===== src/rtl/uart_word_streamer.sv =====
// uart_word_streamer: queues words and serialises them least-significant
// byte first onto a UART line (start, 8 data bits LSB first, optional
// parity, 1 or 2 stop bits). A per-word byte mode sends only the low byte.
module uart_word_streamer #(
  parameter int CLKS_PER_BIT = 868,
  parameter int WORD_BYTES   = 4,
  parameter int FIFO_DEPTH   = 8,
  parameter int PARITY_EN    = 0,
  parameter int PARITY_ODD   = 0,
  parameter int STOP_BITS    = 1
) (
  input  logic                          clk,
  input  logic                          Rst,
  input  logic [8*WORD_BYTES-1:0]       word_in,
  input  logic                          byte_mode,
  input  logic                          word_valid,
  output logic                          word_ready,
  input  logic                          abort,
  output logic                          tx,
  output logic                          busy,
  output logic                          word_done,
  output logic [$clog2(FIFO_DEPTH):0]   fifo_count
);

  localparam int CNT_W  = $clog2(CLKS_PER_BIT);
  localparam int PTR_W  = $clog2(FIFO_DEPTH);
  localparam int BIDX_W = (WORD_BYTES > 1) ? $clog2(WORD_BYTES) : 1;
  localparam int DATA_W = 8 * WORD_BYTES;

  localparam logic [CNT_W-1:0]  CNT_LAST  = CNT_W'(CLKS_PER_BIT - 1);
  localparam logic [2:0]        STOP_LAST = 3'(STOP_BITS - 1);
  localparam logic [BIDX_W-1:0] BYTE_LAST = BIDX_W'(WORD_BYTES - 1);
  localparam logic [PTR_W:0]    FULL_CNT  = (PTR_W + 1)'(FIFO_DEPTH);
  localparam logic              PAR_ODD   = (PARITY_ODD != 0);

  typedef enum logic [2:0] {
    S_IDLE,
    S_START,
    S_DATA,
    S_PARITY,
    S_STOP
  } state_t;

  // ---------------------------------------------------------------- queue
  logic [DATA_W:0]   r_mem [FIFO_DEPTH];
  logic [PTR_W-1:0]  r_wr_ptr;
  logic [PTR_W-1:0]  r_rd_ptr;
  logic [PTR_W:0]    r_count;
  logic              w_push;
  logic              w_pop;
  logic [DATA_W:0]   w_head;

  assign word_ready = (r_count != FULL_CNT);
  assign w_push     = word_valid && word_ready && !abort;
  assign w_head     = r_mem[r_rd_ptr];

  // Queue storage: entries are {byte_mode, word_in}, no reset needed
  always_ff @(posedge clk) begin
    if (w_push) r_mem[r_wr_ptr] <= {byte_mode, word_in};
  end

  // Queue pointers and occupancy; abort empties the queue
  always_ff @(posedge clk or negedge Rst) begin
    if (!Rst) begin
      r_wr_ptr <= '0;
      r_rd_ptr <= '0;
      r_count  <= '0;
    end else if (abort) begin
      r_wr_ptr <= '0;
      r_rd_ptr <= '0;
      r_count  <= '0;
    end else begin
      if (w_push) r_wr_ptr <= r_wr_ptr + PTR_W'(1);
      if (w_pop)  r_rd_ptr <= r_rd_ptr + PTR_W'(1);
      case ({w_push, w_pop})
        2'b10:   r_count <= r_count + (PTR_W + 1)'(1);
        2'b01:   r_count <= r_count - (PTR_W + 1)'(1);
        default: r_count <= r_count;
      endcase
    end
  end

  // ---------------------------------------------------------------- framer
  state_t             r_state, w_state_nxt;
  logic               r_tx, w_tx_nxt;
  logic [CNT_W-1:0]   r_cnt, w_cnt_nxt;
  logic [2:0]         r_bit, w_bit_nxt;
  logic [BIDX_W-1:0]  r_byte, w_byte_nxt;
  logic [BIDX_W-1:0]  r_last, w_last_nxt;
  logic [DATA_W-1:0]  r_shift, w_shift_nxt;
  logic               r_done, w_done_nxt;
  logic               w_cnt_end;
  logic [2:0]         w_bit_inc;

  assign w_cnt_end = (r_cnt == CNT_LAST);
  assign w_bit_inc = r_bit + 3'd1;

  // Framer registers; tx is registered so it moves with the state
  always_ff @(posedge clk or negedge Rst) begin
    if (!Rst) begin
      r_state <= S_IDLE;
      r_tx    <= 1'b1;
      r_cnt   <= '0;
      r_bit   <= '0;
      r_byte  <= '0;
      r_last  <= '0;
      r_shift <= '0;
      r_done  <= 1'b0;
    end else begin
      r_state <= w_state_nxt;
      r_tx    <= w_tx_nxt;
      r_cnt   <= w_cnt_nxt;
      r_bit   <= w_bit_nxt;
      r_byte  <= w_byte_nxt;
      r_last  <= w_last_nxt;
      r_shift <= w_shift_nxt;
      r_done  <= w_done_nxt;
    end
  end

  // Next-state and next-output logic; r_bit doubles as the stop-bit counter
  always_comb begin
    w_state_nxt = r_state;
    w_tx_nxt    = r_tx;
    w_cnt_nxt   = r_cnt;
    w_bit_nxt   = r_bit;
    w_byte_nxt  = r_byte;
    w_last_nxt  = r_last;
    w_shift_nxt = r_shift;
    w_done_nxt  = 1'b0;
    w_pop       = 1'b0;

    if (abort) begin
      w_state_nxt = S_IDLE;
      w_tx_nxt    = 1'b1;
      w_cnt_nxt   = '0;
      w_bit_nxt   = '0;
      w_byte_nxt  = '0;
    end else begin
      case (r_state)
        S_IDLE: begin
          w_tx_nxt = 1'b1;
          if (r_count != '0) begin
            w_pop       = 1'b1;
            w_shift_nxt = w_head[DATA_W-1:0];
            w_byte_nxt  = '0;
            w_last_nxt  = w_head[DATA_W] ? '0 : BYTE_LAST;
            w_cnt_nxt   = '0;
            w_bit_nxt   = '0;
            w_tx_nxt    = 1'b0;
            w_state_nxt = S_START;
          end
        end
        S_START: begin
          if (w_cnt_end) begin
            w_cnt_nxt   = '0;
            w_bit_nxt   = '0;
            w_tx_nxt    = r_shift[0];
            w_state_nxt = S_DATA;
          end else begin
            w_cnt_nxt = r_cnt + CNT_W'(1);
          end
        end
        S_DATA: begin
          if (w_cnt_end) begin
            w_cnt_nxt = '0;
            if (r_bit == 3'd7) begin
              w_bit_nxt = '0;
              if (PARITY_EN != 0) begin
                w_tx_nxt    = (^r_shift[7:0]) ^ PAR_ODD;
                w_state_nxt = S_PARITY;
              end else begin
                w_tx_nxt    = 1'b1;
                w_state_nxt = S_STOP;
              end
            end else begin
              w_bit_nxt = w_bit_inc;
              w_tx_nxt  = r_shift[w_bit_inc];
            end
          end else begin
            w_cnt_nxt = r_cnt + CNT_W'(1);
          end
        end
        S_PARITY: begin
          if (w_cnt_end) begin
            w_cnt_nxt   = '0;
            w_bit_nxt   = '0;
            w_tx_nxt    = 1'b1;
            w_state_nxt = S_STOP;
          end else begin
            w_cnt_nxt = r_cnt + CNT_W'(1);
          end
        end
        S_STOP: begin
          if (w_cnt_end) begin
            w_cnt_nxt = '0;
            if (r_bit == STOP_LAST) begin
              w_bit_nxt = '0;
              if (r_byte < r_last) begin
                w_byte_nxt  = r_byte + BIDX_W'(1);
                w_shift_nxt = r_shift >> 8;
                w_tx_nxt    = 1'b0;
                w_state_nxt = S_START;
              end else begin
                w_tx_nxt    = 1'b1;
                w_done_nxt  = 1'b1;
                w_state_nxt = S_IDLE;
              end
            end else begin
              w_bit_nxt = w_bit_inc;
            end
          end else begin
            w_cnt_nxt = r_cnt + CNT_W'(1);
          end
        end
        default: begin
          w_state_nxt = S_IDLE;
          w_tx_nxt    = 1'b1;
        end
      endcase
    end
  end

  assign tx         = r_tx;
  assign word_done  = r_done;
  assign fifo_count = r_count;
  assign busy       = (r_state != S_IDLE) || (r_count != '0);

endmodule

===== config.mk =====
export PLATFORM = sky130hd
export DESIGN_NAME = uart_word_streamer
export DESIGN_NICKNAME = d
export VERILOG_FILES = /design/src/rtl/uart_word_streamer.sv
export SDC_FILE = /design/constraint.sdc
export NUM_CORES = 1
export LEC_CHECK = 0
export ABC_CLOCK_PERIOD_IN_PS = 4600
export CORE_UTILIZATION = 32
export CTS_BUF_LIST = sky130_fd_sc_hd__clkbuf_8
export CTS_CLUSTER_SIZE = 28
export DETAILED_ROUTE_END_ITERATION = 10
export PLACE_DENSITY_LB_ADDON = 0.2
export SLEW_MARGIN = 0
export SYNTH_ARGS = -nofsm -noshare
export SYNTH_HDL_FRONTEND = slang
export SYNTH_SLANG_ARGS = --single-unit

===== constraint.sdc =====
create_clock -name clk -period 4.6 [get_ports clk]
set_input_delay 0.69 -clock clk [delete_from_list [all_inputs] [get_ports clk]]
set_output_delay 0.69 -clock clk [all_outputs]
set_load 0.02 [all_outputs]

### Word level (Yosys, flattened, before mapping)

Memories as Yosys holds them, arrays and structs flattened.
Index checks and enable logic that the tools add are counted.

| word-level totals | value |
|---|---|
| register bits after elaboration | 64 |
| bits in writable memories | 264 |
| bits of input ports | 37 |
| output and inout bits | 8 |
| logic and storage cells | 129 |
| memories kept | 1 |

| operators by class | value |
|---|---|
| add/sub/neg operators | 7 |
| $lt $le $gt $ge | 2 |
| eq/ne operators | 22 |
| mux-type cells | 61 |
| bitwise logic cells | 1 |
| reduce and logical (&&, ||, !) cells | 24 |

Memory list:

| name | depth | bits a word | read ports | clocked after memory_dff | write ports | line | source |
|---|---|---|---|---|---|---|---|
| r_mem | 8 | 33 | 1 | 0 | 1 | 45 | `logic [DATA_W:0] r_mem [FIFO_DEPTH];` |

Operators by type and width:

| cell | count |
|---|---|
| 32-bit two-way mux | 4 |
| 32-bit one-hot mux with 2 select lines | 1 |
| 3-bit two-way mux | 19 |
| 10-bit two-way mux | 3 |
| 3-bit inequality test (second input constant) | 8 |
| 1-bit two-way mux | 20 |
| 10-bit one-hot mux with 2 select lines | 1 |
| 3-bit one-hot mux with 5 select lines | 1 |
| 5-bit AND reduction | 3 |
| 2-bit two-way mux | 6 |
| 3-bit one-hot mux with 4 select lines | 1 |
| 3-bit nonzero test | 4 |
| 10-bit by 1-bit adder with 10-bit output (second input constant) | 1 |
| 10-bit equality test (second input constant) | 1 |
| 3-bit by 1-bit adder with 3-bit output (second input constant) | 3 |
| 2-bit inequality test (second input constant) | 4 |
| 4-bit one-hot mux with 2 select lines | 1 |
| 7-bit AND reduction | 1 |
| 3-bit by 2-bit equality test with 1-bit output (second input constant) | 2 |
| 3-bit equality test (second input constant) | 2 |
| 3-bit zero test | 2 |
| 3-bit by 6-bit less-than comparator with 1-bit output (second input constant) | 1 |
| 6-bit AND reduction | 1 |
| 2-bit nonzero test | 3 |
| other kinds (23) | 24 |

### Longest topological paths before layout

Gate-level depths: netlist of the first run.

| logic depth | value |
|---|---|
| depth in word-level cells | 7 |
| gate-level depth with buffers | 10 |
| depth with buffers taken out | 8 |

### Least setup slack after synthesis of the first run

No wires, ideal clock.

| timing | value |
|---|---|
| path kind | register to register |
| start point | register r_count[1] (netlist: fifo_count[1]) |
| end point | memory r_mem[0][0] in the netlist's numbering (enable) |
| setup time | 464 ps |
| data arrival time | 3967 ps |
| required time | 4136 ps |
| setup slack | 169 ps |
| stages on the path, launching flop included | 7 |
| buffers on the path | 2 |
| clock period less this slack | 4431 ps |
| cell sequence | dfrtp_1 > buf_2 > or4b_1 > clkbuf_1 > nand2_1 > or3_1 > nor3_1 |

| between the ends | value |
|---|---|
| longest elaborated chain between the ends | 5 |

Ends and longest elaborated chain:

| element | line | source |
|---|---|---|
| start, declared | 48 | `logic [PTR_W:0] r_count;` |
| start signal, assigned | 76 | `2'b10: r_count <= r_count + (PTR_W + 1)'(1);` |
| start signal, assigned | 77 | `2'b01: r_count <= r_count - (PTR_W + 1)'(1);` |
| start signal, assigned | 78 | `default: r_count <= r_count;` |
| 4-bit inequality test | 53 | `assign word_ready = (r_count != FULL_CNT);` |
| net word_ready | 17 | `output logic word_ready,` |
| 1-bit logical AND (2 in a row) | 54 | `assign w_push = word_valid && word_ready && !abort;` |
| 1-bit two-way mux | 59 | `if (w_push) r_mem[r_wr_ptr] <= {byte_mode, word_in};` |
| 1-bit two-way mux (implied by the code) | 59 |  |
| end, declared | 45 |  |

The timed path passes the listed nets, and every way through them passes these cells.

### Worst setup path in the final report of the first run

| timing | value |
|---|---|
| start point | register r_count[1] (netlist: fifo_count[1]) |
| end point | output port busy |

| between the ends | value |
|---|---|
| longest elaborated chain between the ends | 2 |

Ends and longest elaborated chain:

| element | line | source |
|---|---|---|
| 4-bit nonzero test | 227 | `assign busy = (r_state != S_IDLE) \|\| (r_count != '0);` |
| 1-bit logical OR | 227 |  |
| end, declared | 20 | `output logic busy,` |

No other way between the ends.

==> impl_results.md, run 1 <==
- Status: finished, violations left
- Failing checks: design-rule violations
- PostCTS Resize Cnt: 0
- Largest net degree at the start of global routing: 36
- Die Span Y: ~210 microns
- DRT iter0 DRCs: 344
- Row Count: 74
- Setup CP Type: register to output pin
- Worst-Margin Slew: between 1000 and 1500 ps
- Cell taking the most area after synthesis: edfxtp_1
- CP startpoint kind: register
- Share of flip-flops with an asynchronous set or reset: 19.3%
- Max Clock Skew: 17.7 ps
- Clock slew at reported path FFs: approximately 60 ps
- Synth area leaders: edfxtp_1 59%, dfrtp_1 12%, mux4_2 11%
- Routability cong.: around 0.74
- Final core utilization: 38.0%
- Final ANT Viol Nets: 0
- Arrival @ worst endpoint: 2420 ps
- # port buffers: between 40 and 50
- IO Count: 45
- Ys flop type: edfxtp_1
- Longest Clk Path Bufs: 3
- Sink Count: 327
- Peak VDD IR: roughly 0.23 mV
- Gate count after technology mapping: 726
- CP max FO: 9
- Final WL: between 20 and 30 mm
- Fin. Hold Viols: 0
- Post-Syn Nets: just under 800
- Synth-to-Final Area Change: 16.6%
- H-tree level count: 2
- Commonest cells in the netlist: 264 x edfxtp_1, 68 x mux4_2, 62 x dfrtp_1
- Most common cell in the netlist: edfxtp_1
- Total GRT Usage: around 14%
- Die area: ~43000 sq um
- Total number of vias: 6723
- Initial antenna violation count: 2
- Lkg Pwr: a little over 5 nW
- Post-DP Area: 14500 sq um
- TritonCTS Buffers: between 50 and 60
- Drt via density: 4.85
- Drc violations: 8
- First-pass GRT wire length: ~44 mm
- Finish-stage setup viols: 0
- Die W: 206 microns
- Hold Crit Class: primary input to async pin
- Worst setup EP type: output pin
- Reg2reg path depth: 6
- Post-synthesis sequential area ratio: between 70 and 80%
- Worst flop-to-flop path startpoint: r_cnt[0]
- Slew HR: roughly a third
- Clock Tree Root: clkbuf_8
- Initial DRT Pass Iterations: 7
- Initial Util: about a third
- Critical Path RT: 3910 ps
- Synthesized flop and latch total: 327
- Cell area after layout: about 16000 sq um
- Worst-Skew Late Latency: ~600 ps
- Synthesis Warnings: 0
- Setup TNS: 0 ps
- Congestion Overflow GR: 0
- Yosys top cell area share: a little under 60%
- Share of layout cells above drive strength 1: 25.1%
- Pwr Density: 497 nW/um^2
- DR WL/cell: 20.2 microns
- Nets: between 800 and 900
- Dpl hpwl: about 17 mm
- Post-CTS setup repair buffer count: 0
- Mapped Area: 13400 sq um
- Hold buffers post-CTS: 0
- Final min period: 3110 ps
- Fmax: around 0.32 GHz
- RSZ-0062 raised after global routing: no
- Post-synth EDFFs: about 260
- Power Total: approximately 7.7 mW
- Core ar.: a little over 40000 sq um
- Mapped Avg Cell Area: about 18 sq um
- Worst R2R End: r_shift[17]
- Max-Cap Viols: 0
- Reg2reg setup slack: between 1500 and 2000 ps
- CTS tree: built
- Final period utilization: approximately 68%
- Final Max Tran Viols: 0
- Vias in the first global route: roughly 7300
- Post-synthesis cell type count: 58
sequential cells by signal, summed over array words and instances, names as in the netlist:
signal and count:
fifo_count 4, tx 1, r_state 3, r_last 1
r_rd_ptr 3, r_mem 264, r_bit 3, r_wr_ptr 3
r_shift 32, word_done 1, r_cnt 10, r_byte 2
cell families (layout without fill, tap and decap cells):
group                    count (synthesis)  in the layout  share of synthesized area [%]
AO/OA/AOI/OAI                           76             76                           3.60
adder cells (fa/ha/maj)                  9              9                          0.843
buffers and inverters                   44            171                           1.60
XOR/XNOR                                13             13                          0.852
AND/OR/NAND/NOR                        121            121                           4.54
flip-flops                             327            327                           71.1
other                                    0              2                              0
multiplexers                           136            136                           17.4
worst max-delay path: stages (launching register included):
cell             delay (ps)
dfrtp_1                 490
nor4_1                  580
nand2_1                 170
clkdlybuf4s50_1         590
cell type report:
| cell class | instances | area, sq um |
|---|---|---|
| fill | 3775 | 25400 |
| sequential | 327 | 9510 |
| multi-input combinational | 355 | 3700 |
| clock buffer | 59 | 812 |
| tap | 532 | 666 |
| timing repair buffer | 64 | 623 |
| clock inverter | 42 | 244 |
| inverter | 6 | 22.5 |
| antenna | 2 | 5.00 |
through the flow:
step / setup WS [ps] / instances / hold slack [ps]
floorplan: 169 / 726 / 394
global placement: 1110 / 1284 / 491
detailed placement: 1040 / 1284 / 496
CTS: 1390 / 1385 / 114
global route: 1380 / 1386 / 159
finish: 1490 / 1387 / 144
cells in the final DEF (no fill, tap or decap), drive strengths merged, types with 3 or more instances in the layout:
| master | instances |
|---|---|
| clkdlybuf4s50 | 43 |
| mux2 | 34 |
| xor2 | 9 |
| buf | 21 |
| nand4 | 4 |
| a211oi | 3 |
| nor2 | 29 |
| nand3 | 5 |
| ha | 9 |
| or4 | 4 |
| and3 | 4 |
| xnor2 | 4 |
| inv | 26 |
| edfxtp | 264 |
| mux2i | 34 |
| nor3 | 7 |
| a21oi | 11 |
| nor4 | 3 |
| mux4 | 68 |
| nand2b | 7 |
| dfrtp | 62 |
| o21ai | 41 |
| nand2 | 42 |
| or3 | 6 |
| o31ai | 3 |
| clkbuf | 59 |
| clkinv | 19 |
how the worst max path moves through the flow:
| stage | start | to | slack [ps] |
|---|---|---|---|
| floorplan | fifo_count[1] | r_mem[0][0] | 170 |
| global placement | abort | fifo_count[3] | 1110 |
| detailed placement | abort | r_mem[3][31] | 1040 |
| CTS | fifo_count[1] | busy | 1390 |
| global route | fifo_count[1] | busy | 1380 |
| finish | fifo_count[1] | busy | 1490 |
per-layer routing:
| metal | global-route usage (%) | routed length, microns | up-vias |
|---|---|---|---|
| met5 | 0 | 0 | - |
| met4 | 4.23 | 636 | 0 |
| met3 | 2.78 | 1240 | 50 |
| met2 | 22.9 | 13500 | 118 |
| met1 | 18.5 | 12600 | 3478 |
| li1 | - | - | 3077 |
power by group:
group	switching, mW	internal (mW)
registers	0.251	3.46
logic	0.716	0.853
clock network	1.16	1.30
total	2.13	5.61
No activity file was read; power rests on OpenSTA's default activity.
==> run 2: changes to the inputs <==
--- a/config.mk
+++ b/config.mk
@@ -5,7 +5,7 @@
 export SDC_FILE = /design/constraint.sdc
 export NUM_CORES = 1
 export LEC_CHECK = 0
-export ABC_CLOCK_PERIOD_IN_PS = 4600
+export ABC_CLOCK_PERIOD_IN_PS = 3200
 export CORE_UTILIZATION = 32
 export CTS_BUF_LIST = sky130_fd_sc_hd__clkbuf_8
 export CTS_CLUSTER_SIZE = 28
==> constraint.sdc (replaced) <==
create_clock -name clk -period 3.2 [get_ports clk]
set_input_delay 0.48 -clock clk [delete_from_list [all_inputs] [get_ports clk]]
set_output_delay 0.48 -clock clk [all_outputs]
set_load 0.02 [all_outputs]
==> impl_results.md, run 2 (synthesis gave the netlist of run 1 again) <==
- Status: finished, violations left
- Failing checks: design-rule violations
- Share of layout cells above drive strength 1: 24.9%
- Total number of vias: 6720
- Final ANT Viol Nets: 0
- Hold Crit Class: primary input to async pin
- Worst flop-to-flop path startpoint: fifo_count[1]
- Row Count: 74
- H-tree level count: 2
- Lkg Pwr: 5.23 nW
- Final WL: between 20 and 30 mm
- Most frequent cells in the layout: 264 x edfxtp_1, 68 x mux4_2, 59 x dfrtp_1
- Total GRT Usage: between 10% and 20%
- Antenna cell count: 0
- Power Total: approximately 11 mW
- Initial DRT Pass Iterations: 8
- Max FFs per register: around 260
- Top Registers: r_mem: 264 flops, r_shift: 32 flops, r_cnt: 10 flops
- Largest net degree at the start of global routing: 63
- Longest Clk Path Bufs: 3
- Most common cell after layout, fill and taps aside: edfxtp_1
- Worst-Margin Slew: about 720 ps
- Final core utilization: 38.2%
- Dpl hpwl: about 16 mm
- Synth-to-Final Area Change: 17.4%
- Drt via density: slightly below 5
- Vias in the first global route: 7133
- Routability cong.: ~0.74
- Finish-stage setup viols: 0
- Setup CP Type: register to output pin
- Die W: around 210 microns
- Die area: 42600 sq um
- Worst setup EP type: output pin
- Pwr Density: 699 nW/um^2
- Nets: about 860
- Worst-Skew Late Latency: roughly 620 ps
- Max Clock Skew: between 30 and 40 ps
- CP startpoint kind: register
- Arrival @ worst endpoint: around 2400 ps
- Final min period: ~2800 ps
- Initial Util: between 30% and 40%
- CTS tree: built
- Reg with most FFs: r_mem
- Drc violations: 2
- Clock Tree Root: clkbuf_8
- Core ar.: about 41000 sq um
- Fmax: approximately 0.35 GHz
- Sink Count: around 330
- Post-CTS setup repair buffer count: 0
- PostCTS Resize Cnt: 0
- Final period utilization: approximately nine tenths
- Congestion Overflow GR: 0
- # port buffers: 44
- First-pass GRT wire length: ~44 mm
- Slew HR: between 50% and 60%
- RSZ-0062 raised after global routing: no
- Final Max Tran Viols: 0
- TritonCTS Buffers: 54
- Worst R2R End: fifo_count[3]
- Critical Path RT: 2720 ps
- Clock slew at reported path FFs: around 60 ps
- Initial antenna violation count: 0
- Reg2reg setup slack: roughly 500 ps
- CP max FO: 9
- Reg2reg path depth: 8
- DRT iter0 DRCs: around 440
- Peak VDD IR: approximately 0.4 mV
- DR WL/cell: around 20 microns
- Smallest hold slack: between 300 and 400 ps
- Die Span Y: 206 microns
- Max-Cap Viols: 0
- Fin. Hold Viols: 0
- IO Count: 45
## run 2: changes by cell type in the layout (fill, tap and decap cells not counted), moves of 3 or more
| cell | previous run | this run |
|---|---|---|
| buf_4 | 17 | 20 |
| clkinv_1 | 12 | 8 |
| inv_1 | 24 | 37 |
| clkinv_2 | 6 | 2 |
| buf_12 | 3 | 9 |
## run 2: stage by stage
stage	std cells	TNS (ps)	area (sq um)	setup slack [ps]
after floorplan	726	-30740	13400	-347
after global placement	1293	0	14700	210
after detailed placement	1293	0	14700	229
after CTS	1396	0	15700	304
after global routing	1396	0	15700	207
final	1396	0	15700	355
## run 2: final cells by class
cell class / instances / area [sq um]
inverters: 6 / 22.5
multi-input cells: 355 / 3720
clock buffers: 57 / 785
repair buffers: 74 / 776
flip-flops and latches: 327 / 9510
well taps: 532 / 666
fillers: 3814 / 25300
clock inverters: 45 / 205
## run 2: worst max-delay path: stages, from the launching register on
cell and delay [ps]:
dfrtp_1 470, or4b_1 590, buf_4 180, clkdlybuf4s50_1 530
## run 2: worst max-delay path by stage
stage	slack (ps)	startpoint	to	cells after the start
2_1_floorplan	-350	fifo_count[1]	r_mem[2][0]	6
3_3_place_gp	210	abort	fifo_count[3]	9
3_5_place_dp	230	abort	fifo_count[3]	9
4_1_cts	300	fifo_count[1]	busy	3
5_1_grt	210	fifo_count[1]	busy	3
6_report	360	fifo_count[1]	word_ready	3
## run 2: report_power, final
part / switching [mW] / leakage, nW / internal, mW
Clock: 1.66 / 0.614 / 1.66
Sequential: 0.239 / 3.18 / 4.98
Combinational: 1.15 / 1.43 / 1.28
Total: 3.05 / 5.23 / 7.91
## run 2: what timing repair did
item,CTS,global route
hold endpoints to repair,16,0
setup endpoints to repair,0,0
hold buffers,1,0
## run 2: metal layers
layer / vias up / global-route usage [%] / share of wire, %
li1: 3087 / - / -
met1: 3448 / 19.3 / 47
met2: 136 / 22.0 / 47
met3: 49 / 2.93 / 4.3
met4: 0 / 3.94 / 1.8
met5: - / 0 / 0
==> RTL change 1 (flow settings as in run 2) <==
Change the parameter `PARITY_EN` from 0 to 1.
--- a/src/rtl/uart_word_streamer.sv
+++ b/src/rtl/uart_word_streamer.sv
@@ -5,7 +5,7 @@
   parameter int CLKS_PER_BIT = 868,
   parameter int WORD_BYTES   = 4,
   parameter int FIFO_DEPTH   = 8,
-  parameter int PARITY_EN    = 0,
+  parameter int PARITY_EN    = 1,
   parameter int PARITY_ODD   = 0,
   parameter int STOP_BITS    = 1
 ) (
Formal check against the unedited RTL: no difference found for any inputs over 10 cycles, from zero or initial values and one cycle with Rst low; that may be too few to reach the edited logic, so the function may still have changed.
==> RTL change 1 against run 2 <==
Total power is 11% higher; global-route usage is 0.11 points lower; routed wire length is 2.4% higher; area after synthesis is 1.6% higher; worst setup slack worse by 12 ps; combinational power is 36% higher; synthesized cell count is 3.0% higher; count of clock-buffer cells in the layout is 1 higher; sequential cell count stayed put; design area is 2.2% higher; maximum frequency is 0.43% lower; final cell count is 2.4% higher; clock skew is 9.9 ps lower; highest routed layer unchanged.
==> RTL change 1: results (changes against run 2) <==
Timing
  • Clk_skew: 27.4 ps (-9.93 ps)
  • Worst Max-Slew Pin Slew: 649 ps (-72.5 ps)

Clock tree
  • Clock buffers created by TritonCTS: 57 (+5.6%)
  • Clk Latency, worst-skew pair: 640 ps (+20 ps)

Worst setup path
  • Critical Path Slowest Stage Cell: sky130_fd_sc_hd__clkdlybuf4s50_1
  • Arr. time, crit path: 2380 ps (+20 ps)
  • Biggest fanout along the worst timing path: 8 (-1)
  • Longest individual stage delay on the worst path: 540 ps (-50 ps)

Placed design
  • Half-perimeter wire length after placement: 16900 µm (+5.6%)
  • Cell Area, Placed: 15000 µm² (+2.0%)
  • Dpl ws: 553 ps (+324 ps)
  • Total instance count after detailed placement: 1324 (+2.4%)
  • Last weighted congestion value of the routability-driven placer: 0.751 (+0.97%)

Global routing
  • Total Routing Usage GR: 0.138 (-0.00114)
  • Global routing met2 resource utilization: 0.227 (+0.00700)
  • Global-route wire length before repair: 45100 µm (+2.5%)
  • Met3 Resource Use GR: 0.0269 (-0.00246)
  • Largest net degree at the start of global routing: 52 (-17%)
  • Via count of the first global-routing pass: 7430 (+4.2%)
  • Met1 usage in global routing: 0.179 (-0.0139)

Detailed routing
  • TritonRoute pass-1 iters: 6 (-2)
  • Routed WL per cell: 20.1 µm (about the same)
  • Via density per instance: 4.86 (+0.99%)
  • Iteration-0 DRC count of the detailed router: 425 (-4.1%)

Synth
  • Synthesized Nets: 794 (+2.8%)
  • Cells after synthesis: 748 (+3.0%)
  • Synth top area cells: sky130_fd_sc_hd__edfxtp_1, sky130_fd_sc_hd__dfrtp_1, sky130_fd_sc_hd__mux4_2, sky130_fd_sc_hd__mux2_4, sky130_fd_sc_hd__mux2i_1
  • Top post-synthesis cells by count: sky130_fd_sc_hd__edfxtp_1, sky130_fd_sc_hd__mux4_2, sky130_fd_sc_hd__nor2_1, sky130_fd_sc_hd__dfrtp_1
  • Sequential area share after synthesis: 0.700 (-0.0113)

Power
  • Switching part of the total: 0.294 (+0.0162)
  • Leakage power summed over all cells: 5.46 nW (+4.3%)
  • Maximum VDD drop: 0.308 mV (-23%)

Final layout
  • Count of fill cells added during filler insertion: 3819 (+0.13%)
  • Ant diodes: 0 (unchanged)
  • Final instance count without filler cells: 1430 (+2.4%)
  • Total Nets Final: 891 (+3.1%)

Status
  • Result of the run: complete, no violations
RTL change 1: cell types whose count changed in the layout (fill, tap and decap cells not counted), sizes merged, moves of 6 or more:
cell and delta:
buf +6, xnor2 +8, clkinv +13, nor2 +39, inv -11, o21ai -39, nand2 -23, o2111ai +7
a21oi +24
RTL change 1: logic make-up (layout without fill, tap and decap cells):
group,after synthesis,count (layout),synth area share
XOR/XNOR,24,24,0.0155
multiplexers,137,137,0.175
adder cells (fa/ha/maj),9,9,0.00829
AND/OR/NAND/NOR,132,132,0.0488
AO/OA/AOI/OAI,71,71,0.0361
buffers and inverters,48,191,0.0162
flip-flops,327,327,0.700
RTL change 1: power by group through the flow:
stage / logic, W / registers [W] / clock network, W
final: 0.00331 / 0.00535 / 0.00347
after global placement: 0.00336 / 0.00544 / 0
after global routing: 0.00358 / 0.00541 / 0.00381
after detailed placement: 0.00337 / 0.00544 / 0
after CTS: 0.00338 / 0.00536 / 0.00363
after floorplan: 0.00253 / 0.00528 / 0
RTL change 1: metrics by stage:
step | utilization | hold WS (ps)
floorplan | - | 184
global placement | 0.357 | 473
detailed placement | 0.357 | 473
CTS | 0.382 | 317
global route | 0.382 | 376
finish | 0.382 | 355
RTL change 1: layout make-up:
class	count	share of cell area
clock buffers	58	0.0498
clock inverters	47	0.0148
well taps	539	0.0421
repair buffers	80	0.0528
multi-input cells	373	0.245
flip-flops and latches	327	0.594
inverters	6	0.00141
RTL change 1: what timing repair did:
action | CTS | global route
hold buffers | 1 | 0
resized for setup | 0 | 0
hold endpoints to repair | 18 | 0
endpoints found under the setup margin | 0 | 0
RTL change 1: worst register-to-register path: cells and delay by family (launching register included):
| family | cells | cell delay (ps) |
|---|---|---|
| AO/OA/AOI/OAI | 1 | 100 |
| adder cells (fa/ha/maj) | 1 | 260 |
| buffers and inverters | 1 | 320 |
| flip-flops | 1 | 440 |
| multiplexers | 1 | 400 |
| AND/OR/NAND/NOR | 3 | 1040 |
RTL change 1: worst paths after layout:
check,startpoint,end,slack (ps),cells after the start
min in group clk,r_shift[18],r_shift[18],510,1
worst min-delay path,Rst,fifo_count[0],350,2
worst min register to register,r_shift[18],r_shift[18],510,1
worst max-delay path,fifo_count[1],busy,340,5
worst max register to register,r_cnt[0],r_shift[24],520,7
max in group asynchronous,Rst,r_shift[15],2090,3
RTL change 1: per-layer routing:
layer	up-vias	wire length, µm
li1	3181	-
met1	3598	12900
met2	125	14100
met3	48	1180
met4	0	667
met5	-	0
==> RTL change 2 (flow settings as in run 2) <==
Without the edit above. Encoding of `state_t`: now Gray code (3 bits for 5 states).
--- a/src/rtl/uart_word_streamer.sv
+++ b/src/rtl/uart_word_streamer.sv
@@ -34,11 +34,11 @@
   localparam logic              PAR_ODD   = (PARITY_ODD != 0);
 
   typedef enum logic [2:0] {
-    S_IDLE,
-    S_START,
-    S_DATA,
-    S_PARITY,
-    S_STOP
+    S_IDLE   = 3'b000,
+    S_START  = 3'b001,
+    S_DATA   = 3'b011,
+    S_PARITY = 3'b010,
+    S_STOP   = 3'b110
   } state_t;
 
   // ---------------------------------------------------------------- queue
Check against the original RTL: no difference found for any inputs over 10 cycles, from zero or initial values and one cycle with Rst low; not proved beyond that.
==> RTL change 2 against run 2 <==
Sequential power up 0.8%; design area up 0.26%; sequential share of layout area down 0.15 points; total power up 3.9%; area after synthesis down 1.0%; routed wire length up 1.7%; largest power group unchanged; hold slack better by 100 ps; worst setup slack worse by 120 ps; sequential cell count unchanged; maximum frequency down 4.1%; die area down 1.0%.
==> RTL change 2: results (changes against run 2) <==
Detailed routing
  • Routed wire length: 28600 µm (+1.7%)
  • TritonRoute pass-1 iters: 4 (-4)
  • Routed WL per cell: 20.0 µm (-0.86%)

Placed design
  • Half-perimeter wire length after placement: 17200 µm (+7.2%)

Global routing
  • Largest net degree at the start of global routing: 49 (-22%)
  • Global-route wire length before repair: 44800 µm (+1.9%)
  • Total Routing Usage GR: 0.143 (+0.00393)
  • Via count of the first global-routing pass: 7459 (+4.6%)

Clock tree
  • Clk Latency, worst-skew pair: 650 ps (+30 ps)

Synth
  • Synthesized Nets: 803 (+4.0%)
  • Top post-synthesis cells by count: sky130_fd_sc_hd__edfxtp_1, sky130_fd_sc_hd__mux4_2, sky130_fd_sc_hd__dfrtp_1, sky130_fd_sc_hd__nor2_1, sky130_fd_sc_hd__nand2_1
  • Post-synth cell types: 55 (-5.2%)
  • Sequential area share after synthesis: 0.719 (+0.00747)

Worst setup path
  • Launching point of the worst reg2reg path: r_state[2]
  • Cell class contributing the biggest share of worst-path delay: simple AND/OR/NAND/NOR gates
  • Biggest fanout along the worst timing path: 8 (-1)
  • Critical Path Slowest Stage Cell: sky130_fd_sc_hd__clkdlybuf4s50_1
  • Arr. time, crit path: 2490 ps (+130 ps)
  • Timing endpoint of the critical path: busy

Final layout
  • Share of layout cells above drive strength 1: 0.218 (-0.0311)
  • Total Nets Final: 898 (+3.9%)

Min path
  • Tightest Hold Check Type: reg2reg

Timing
  • Setup WS post-layout: 234 ps (-121 ps)
  • Relative slew slack: 0.435 (-0.0778)
  • Clk_skew: 43.3 ps (+5.96 ps)

Status
  • Result of the run: complete, no violations
## RTL change 2: layout make-up
type	instances	area (µm²)
Multi-Input combinational cell	382	3590
Clock buffer	58	798
Clock inverter	49	322
Sequential cell	327	9510
Fill cell	3773	25100
Timing Repair Buffer	76	803
Inverter	8	30.0
Tap cell	532	666
## RTL change 2: logic make-up (layout without fill, tap and decap cells)
group / count (synthesis) / in the layout / share of synthesized area
AOI/OAI and AO/OA: 91 / 91 / 0.0416
muxes: 109 / 109 / 0.146
xor gates and xnor gates: 16 / 16 / 0.0106
DFF: 327 / 327 / 0.719
buffers and inverters: 48 / 191 / 0.0160
and+or+nand+nor: 157 / 157 / 0.0584
adders and majority gates: 9 / 9 / 0.00852
## RTL change 2: worst min-delay path by stage
| stage | from | end | cells after the start | slack (ps) |
|---|---|---|---|---|
| after floorplan | Rst | fifo_count[0] | 0 | 180 |
| after global placement | r_shift[1] | r_shift[1] | 2 | 460 |
| after detailed placement | r_shift[3] | r_shift[3] | 2 | 470 |
| after CTS | Rst | r_bit[2] | 2 | 470 |
| after global routing | r_shift[1] | r_shift[1] | 2 | 500 |
| final | r_shift[3] | r_shift[3] | 2 | 480 |
## RTL change 2: what timing repair did
action,4_1_cts,5_1_grt
gates resized for setup,0,0
endpoints found under the hold margin,31,0
endpoints found under the setup margin,0,0
hold buffers,1,0
## RTL change 2: layer usage
metal  vias up  wire length [µm]  track usage
li1       3176                 -            -
met1      3483             13000        0.187
met2       125             13800        0.235
met3        48              1120       0.0258
met4         0               702       0.0579
met5         -                 0            0
## RTL change 2: tightest hold or removal path: stages (launching register included)
cell,delay [ps]
sky130_fd_sc_hd__dfrtp_1,340
sky130_fd_sc_hd__nand2_1,50
sky130_fd_sc_hd__o21ai_0,60
## RTL change 2: metrics by stage
| step | total power, W | utilization | setup TNS, ps |
|---|---|---|---|
| after floorplan | 0.00695 | - | -7080 |
| after global placement | 0.00774 | 0.357 | 0 |
| after detailed placement | 0.00776 | 0.357 | 0 |
| after CTS | 0.0116 | 0.385 | 0 |
| after global routing | 0.0120 | 0.385 | 0 |
| final | 0.0114 | 0.385 | 0 |
## RTL change 2: where the power goes
| part | internal (W) | total (W) | switching (W) |
|---|---|---|---|
| combinational | 0.00110 | 0.00237 | 0.00127 |
| sequential | 0.00498 | 0.00525 | 0.000267 |
| clock | 0.00202 | 0.00376 | 0.00174 |
| total | 0.00810 | 0.0114 | 0.00328 |
